==> src/rtl/tc_timer.sv <==
// tc_timer: memory-mapped timer/counter with one-shot and auto-reload modes.
// Register map (word address):
//   0 CTRL   R/W  bit0 EN, bits[2:1] MODE (1 = auto-reload, others one-shot), bit3 IM
//   1 PRESET R/W
//   2 COUNT  RO
//   3 reads 0, writes ignored
module tc_timer #(
    parameter logic [31:0] PRESET_RST = 32'd0,
    parameter logic [31:0] CTRL_MASK  = 32'h0000_000F
) (
    input  logic        clk,
    input  logic        reset,
    input  logic [1:0]  addr,
    input  logic        we,
    input  logic [31:0] wd,
    output logic [31:0] rd,
    output logic        irq
);

    localparam int unsigned DATA_W = 32;
    localparam int unsigned ADDR_W = 2;
    localparam int unsigned EN_BIT = 0;
    localparam int unsigned IM_BIT = 3;

    localparam logic [ADDR_W-1:0] A_CTRL   = ADDR_W'(0);
    localparam logic [ADDR_W-1:0] A_PRESET = ADDR_W'(1);
    localparam logic [ADDR_W-1:0] A_COUNT  = ADDR_W'(2);

    localparam logic [1:0] MODE_RELOAD = 2'b01;

    typedef enum logic [1:0] {
        ST_IDLE = 2'd0,
        ST_LOAD = 2'd1,
        ST_CNT  = 2'd2,
        ST_INT  = 2'd3
    } state_e;

    state_e              state_q, state_d;
    logic [DATA_W-1:0]   ctrl_q, ctrl_d;
    logic [DATA_W-1:0]   preset_q, preset_d;
    logic [DATA_W-1:0]   count_q, count_d;
    logic                flag_q, flag_d;

    logic                en;
    logic                im;
    logic                mode_reload;
    logic                ctrl_wr;
    logic                preset_wr;

    // Field decode of the registered control word
    always_comb begin
        en          = ctrl_q[EN_BIT];
        im          = ctrl_q[IM_BIT];
        mode_reload = (ctrl_q[2:1] == MODE_RELOAD);
        ctrl_wr     = we && (addr == A_CTRL);
        preset_wr   = we && (addr == A_PRESET);
    end

    // Next-state: FSM first, then bus writes so software always wins a collision
    always_comb begin
        state_d  = state_q;
        ctrl_d   = ctrl_q;
        preset_d = preset_q;
        count_d  = count_q;
        flag_d   = flag_q;

        case (state_q)
            ST_IDLE: begin
                if (en) begin
                    state_d = ST_LOAD;
                end
            end
            ST_LOAD: begin
                if (en) begin
                    count_d = preset_q;
                    state_d = ST_CNT;
                end else begin
                    state_d = ST_IDLE;
                end
            end
            ST_CNT: begin
                if (!en) begin
                    state_d = ST_IDLE;
                end else if (count_q > DATA_W'(1)) begin
                    count_d = count_q - DATA_W'(1);
                end else begin
                    // Covers PRESET = 0 as well: clamp at zero, never wrap
                    count_d = '0;
                    state_d = ST_INT;
                end
            end
            ST_INT: begin
                if (mode_reload) begin
                    state_d = en ? ST_LOAD : ST_IDLE;
                end else begin
                    flag_d         = 1'b1;
                    ctrl_d[EN_BIT] = 1'b0;
                    state_d        = ST_IDLE;
                end
            end
            default: begin
                state_d = ST_IDLE;
            end
        endcase

        if (preset_wr) begin
            preset_d = wd;
        end
        if (ctrl_wr) begin
            ctrl_d = wd & CTRL_MASK;
            flag_d = 1'b0;
        end
    end

    // State and register bank, synchronous reset
    always_ff @(posedge clk) begin
        if (reset) begin
            state_q  <= ST_IDLE;
            ctrl_q   <= '0;
            preset_q <= PRESET_RST;
            count_q  <= '0;
            flag_q   <= 1'b0;
        end else begin
            state_q  <= state_d;
            ctrl_q   <= ctrl_d;
            preset_q <= preset_d;
            count_q  <= count_d;
            flag_q   <= flag_d;
        end
    end

    // Read mux, combinational from addr
    always_comb begin
        case (addr)
            A_CTRL:   rd = ctrl_q;
            A_PRESET: rd = preset_q;
            A_COUNT:  rd = count_q;
            default:  rd = '0;
        endcase
    end

    // Interrupt: held flag in one-shot, single INT-cycle pulse in auto-reload
    always_comb begin
        irq = im & (mode_reload ? (state_q == ST_INT) : flag_q);
    end

endmodule

==> config.mk <==
export PLATFORM = sky130hd
export DESIGN_NAME = tc_timer
export DESIGN_NICKNAME = d
export VERILOG_FILES = /design/src/rtl/tc_timer.sv
export SDC_FILE = /design/constraint.sdc
export NUM_CORES = 1
export LEC_CHECK = 0
export ABC_AREA = 1
export BUFFER_PORTS_ARGS = -buffer_cell sky130_fd_sc_hd__buf_2
export CAP_MARGIN = 0
export CELL_PAD_IN_SITES_DETAIL_PLACEMENT = 2
export CELL_PAD_IN_SITES_GLOBAL_PLACEMENT = 2
export CORE_ASPECT_RATIO = 0.6
export CORE_MARGIN = 2
export CORE_UTILIZATION = 29
export DETAILED_ROUTE_END_ITERATION = 12
export GPL_ROUTABILITY_DRIVEN = 0
export GPL_TIMING_DRIVEN = 0
export PLACE_DENSITY_LB_ADDON = 0.1
export SKIP_LAST_GASP = 1
export SLEW_MARGIN = 40
export SYNTH_ARGS = -nofsm -noshare
export SYNTH_HDL_FRONTEND = slang
export SYNTH_SLANG_ARGS = --single-unit
==> constraint.sdc <==
create_clock -name clk -period 2 [get_ports clk]
set_input_delay 0.1 -clock clk [delete_from_list [all_inputs] [get_ports clk]]
set_output_delay 0.1 -clock clk [all_outputs]
set_load 0.03 [all_outputs]
# Word-level counts from Yosys, hierarchy flattened
# Index checks and enable logic that the tools add are counted.
[totals] register_bits=71 word_cells=48
[classes] add_sub_neg=1 magnitude_cmp=1 eq_ne=11 n_mux=16 bitwise=2 reduce_logical=11
[op_table] operator="two-way mux 32 bit" n=3
[op_table] operator="one-hot mux 32 bit (3 select lines)" n=1
[op_table] operator="one-hot mux 32 bit (2 select lines)" n=1
[op_table] operator="greater-than comparator 32 x 1 -> 1 bit, second input constant" n=1
[op_table] operator="subtractor 32 x 1 -> 32 bit, second input constant" n=1
[op_table] operator="two-way mux 2 bit" n=4
[op_table] operator="one-hot mux 2 bit (4 select lines)" n=1
[op_table] operator="== test 2 x 1 -> 1 bit, second input constant" n=3
[op_table] operator="== test 2 bit, second input constant" n=3
[op_table] operator="two-way mux 1 bit" n=6
[op_table] operator="!= test 2 bit, second input constant" n=3
[op_table] operator="AND reduction 2 bit" n=3
[op_table] operator="zero test 2 bit" n=2
[op_table] operator="nonzero test 2 bit" n=2
[op_table] operator="!= test 3 bit, second input constant" n=1
[op_table] operator="AND reduction 3 bit" n=1
[op_table] operator="logical AND 1 bit" n=2
[op_table] operator="!= test 2 x 1 -> 1 bit, second input constant" n=1
[op_table] operator="OR reduction 2 bit" n=1
[op_table] operator="AND 1 bit" n=1
[op_table] operator="NOT 1 bit" n=1

# Logic depth before layout (Yosys ltp)
[depth] ltp_word=4 ltp_mapped=10 depth_no_buf=10

# Worst setup path before layout
# Ideal clock, no wire load.
[synth_timing] path_type="register -> register" from="register count_q[1]" to="register count_q[18]" setup_time_ns=0.122 arrival_time_ns=1.411 required_time_ns=1.878 setup_slack_ns=0.467 stages_incl_launch_ff=11 path_buffers=1 synth_period_minus_slack_ns=1.533 path_cell_list="dfxtp_1 -> inv_1 -> ha_1 -> nand2_4 -> nor2_8 -> nor2_4 -> nor2_4 -> nor2_8 -> buf_6 -> nand2_1 -> a21oi_2"
[synth_between] elab_chain_cells=4 elab_cells_between_ends=5 cone_classes="1 x add/sub; 1 x order compare; 3 x mux"
[synth_rtl] item="from (decl)" line_no="41" source="logic [DATA_W-1:0] count_q, count_d;"
[synth_rtl] item="from (signal assigned)" line_no="127" source="count_q <= count_d;"
[synth_rtl] item="subtractor 32 x 1 -> 32 bit / greater-than comparator 32 x 1 -> 1 bit (equally long branches)" line_no="85, 84"
[synth_rtl] item="two-way mux 32 bit *" line_no="84" source="end else if (count_q > DATA_W'(1)) begin"
[synth_rtl] item="two-way mux 32 bit *" line_no="82" source="if (!en) begin"
[synth_rtl] item="one-hot mux 32 bit (2 select lines) *" line_no="67" source="case (state_q)"
# Mark *: on every way between the ends. The rest lies on a longest branch, timed or not. The select of a mux whose other input is x is not followed.
# A chain may end at the register's enable or synchronous reset.

# Final worst setup path
[layout_timing] from="register state_q[1]" to="register count_q[23]"
[layout_between] elab_chain_cells=3 elab_cells_between_ends=7 cone_classes="4 x eq/ne; 1 x mux; 2 x reduce/logical"
[layout_rtl] item="from (decl)" line_no="38" source="state_e state_q, state_d;"
[layout_rtl] item="from (signal assigned)" line_no="124" source="state_q <= state_d;"
[layout_rtl] item="== test 2 x 1 -> 1 bit / == test 2 bit (equally long branches)" line_no="67"
[layout_rtl] item="!= test 2 bit (no line) / nonzero test 2 bit (equally long branches)"
[layout_rtl] item="AND reduction 3 bit (no line)"
# Several ways; a longest one is shown, not always the timed one.

==> metrics.csv <==
stage;metric;value;unit
status;outcome;finished clean;
layout;total of fill cells in the finished design;1680;
yosys;Synthesized Nets;649;
routing;DRC violation count after routing;0;
yosys;count of mapped cells out of synthesis;610;
placed_design;Worst Setup Slack post-DPL;-200;ps
yosys;number of register bits inferred by synthesis;71;
critical_path;Arrival @ worst endpoint;2180;ps
die;horizontal extent of the die;159;um
yosys;Seq/Total Area, Yosys;34.2;%
timing;Max Fclk;525;MHz
critical_path;biggest fanout along the worst timing path;10;
layout;Layout Nets;730;
yosys;post-synthesis xor/xnor area fraction;2.32;%
routing;WL/cell;20.7;um
clock_tree;insertion delay of the later-clocked pin in the worst-skew pair;350;ps
layout;P&R area growth vs syn;22.1;%
timing;clk_skew;8.72;ps
timing;Final WS setup;94.2;ps
clock_tree;maximum count of clock buffers along a single path;2;
clock_tree;total clock sinks;71;
clock_tree;H-tree level count;3;
grt;aggregate global-route resource usage;25.1;%
layout;post-layout instance area;5080;um^2
placed_design;total of buffers placed on input and output ports;69;
layout;antenna cells;0;
die;Ports;70;
layout;footprint of the multi-input gates;2330;um^2
critical_path;category of the worst setup path capture point;register;
routing;number of routed nets with antenna violations;0;
clock_tree;clock tree root buffer cell;clkbuf_16;
clock_tree;Clock transition at path regs;70;ps
critical_path;longest individual stage delay on the worst path;540;ps
clock_tree;CTS tree;yes;
timing;Hold Vio Cnt, Final;0;
grt;global-route wire length before repair;28900;um
placed_design;DP Area;4740;um^2
grt;number of global-route vias before repair;4931;
yosys;Yosys cell types;28;
die;Die Outline Area;15300;um^2
routing;DR iter-0 viols;260;
critical_path;critical path data required time;2270;ps
critical_path;critical path cell sequence;inv_2, nor2_2, nand2_1, nand2_1, inv_2, clkbuf_1, a21oi_1, a21oi_1;
critical_path;crit path max-delay cell type;clkbuf_1;
grt;global route overflow;0;
yosys;Synth async-reset ratio;0;%
timing;headroom to the max-slew limit;43.4;%
critical_path;WS Path Type;register to register;
routing;total routed wirelength;18400;um
die;starting density of the core;30.1;%
timing;setup repair after global routing missed its margin;false;
routing;vias per inst;5.16;
layout;fraction of final layout cells with drive strength greater than 1;21.4;%
die;std cell rows;33;
yosys;main area contributors after synthesis;dfxtp_1 34%, a21oi_1 12%, o21ai_0 9.4%;
power;leak pwr;2.21;nW
job;number of violations of the max-capacitance limit;0;
clock_tree;number of buffers inserted during clock tree synthesis;9;
timing;Final setup violation count;0;
critical_path;Worst Path Buf+Inv;3;
yosys;share of the synthesized area in the top cell type;34.2;%
yosys;Ys Warns;0;
timing;Slew @ Worst Pin;849;ps
timing;aggregate negative setup slack;0;ps
power;maximum VDD drop;0.360;mV
timing;ratio of final minimum period to clock period;95.3;%
yosys;simple-gate area share of the yosys netlist;26.5;%
yosys;fraction of the mapped netlist area in compound gates;26.2;%
power;power per cell area;718;nW/um^2
die;vertical die dimension;96.8;um
grt;initial antenna violation count;0;
grt;largest net degree at the start of global routing;13;
routing;iteration count of the initial detailed-routing pass;5;
yosys;synthesized area per cell;6.82;um^2
layout;area occupied by registers;1420;um^2
critical_path;category of the worst setup path launch point;register;
yosys;dominant combinational cell family by area after synthesis;simple AND/OR/NAND/NOR gates;
die;core footprint;13800;um^2
routing;vias after detailed routing;4580;
worst_hold_path;classification of the worst-slack hold path;input pin to register;
yosys;cell taking the most area after synthesis;dfxtp_1;
yosys;synthesized-area fraction occupied by adder cells;0.602;%
timing;Max Transition Viols Final;0;
critical_path;largest delay contributor family on the critical path;buffers and inverters;
yosys;mapped cell area;4160;um^2
power;overall power;0.00365;W
timing;min Tclk post-route;1910;ps
placed_design;DPL Wire Length;14100;um
yosys;Post-synth EDFFs;0;
clock_tree;total setup buffers inserted after CTS;0;
yosys;most common flop cell mapped by yosys;dfxtp_1;
layout;final core utilization;36.7;%
yosys;multiplexer share of the synthesized area;0;%
-- area by class of cell --
class | count | area share, %
plain buffers | 31 | 2.91
flip-flops and latches | 71 | 28.0
clock buffers | 11 | 4.78
multi-input cells | 432 | 45.8
well taps | 192 | 4.73
clock inverters | 5 | 1.13
repair buffers | 70 | 7.00
inverters | 76 | 5.62
-- cell usage in the layout (no fill, tap or decap), types with 3 or more instances in the layout --
cell type | netlist | layout
o21ai_0 | 78 | 78
clkbuf_16 | 0 | 9
nand3_1 | 25 | 25
nor2_4 | 8 | 8
nand3_2 | 16 | 16
nand2_1 | 84 | 84
nor2_1 | 52 | 51
buf_2 | 0 | 69
nor2_2 | 12 | 13
xor2_1 | 11 | 11
clkbuf_1 | 28 | 22
dfxtp_1 | 71 | 71
o22ai_1 | 25 | 25
a21oi_1 | 97 | 96
clkbuf_2 | 0 | 7
inv_2 | 4 | 4
inv_1 | 72 | 72
nand2_2 | 4 | 4
nand2_4 | 3 | 3
buf_6 | 3 | 3
nand4_1 | 3 | 3
-- worst paths after layout --
check	startpoint	endpoint	slack (ps)	depth (start not counted)
setup / recovery	state_q[1]	count_q[23]	90	8
hold / removal	reset	preset_q[2]	20	2
setup reg to reg	state_q[1]	count_q[23]	90	8
hold reg to reg	preset_q[6]	preset_q[6]	470	2
-- registers in the layout (all words and copies together), names as in the netlist --
| register | count |
|---|---|
| count_q | 32 |
| ctrl_q | 4 |
| flag_q | 1 |
| preset_q | 32 |
| state_q | 2 |
-- per-stage QoR --
step	instances	hold WS, ps
2_1_floorplan	610	169
3_3_place_gp	871	360
3_5_place_dp	871	362
4_1_cts	888	10.2
5_1_grt	888	30.3
6_report	888	24.2
-- power by group --
part	switching [W]	internal (W)	leakage, nW
clock network	0.000693	0.00100	0.149
registers	0.0000313	0.00146	0.577
logic	0.000326	0.000138	1.48
total	0.00105	0.00260	2.21
-- cells in the mapped netlist (8+ instances only) --
cell type / count
a21oi_1: 97
clkbuf_1: 28
dfxtp_1: 71
inv_1: 72
nand2_1: 84
nand3_1: 25
nand3_2: 16
nor2_1: 52
nor2_2: 12
nor2_4: 8
o21ai_0: 78
o22ai_1: 25
xor2_1: 11
-- logic make-up after synthesis --
family / after synthesis
adders and majority gates: 2
AOI/OAI and AO/OA: 207
buffers and inverters: 107
xor gates and xnor gates: 11
DFF: 71
and+or+nand+nor: 212
-- per-layer routing --
metal | vias to the layer above | track usage (%) | routed length (um)
li1 | 2198 | - | -
met1 | 2287 | 39.2 | 9740
met2 | 84 | 36.4 | 7780
met3 | 11 | 4.21 | 740
met4 | 0 | 3.33 | 112
met5 | - | 0 | 0
-- repair_timing --
item	in CTS	in global routing
gates resized for setup	3	9
hold buffers	1	0
endpoints found under the hold margin	1	0
endpoints found under the setup margin	13	10
No activity file was read; power rests on OpenSTA's default activity.
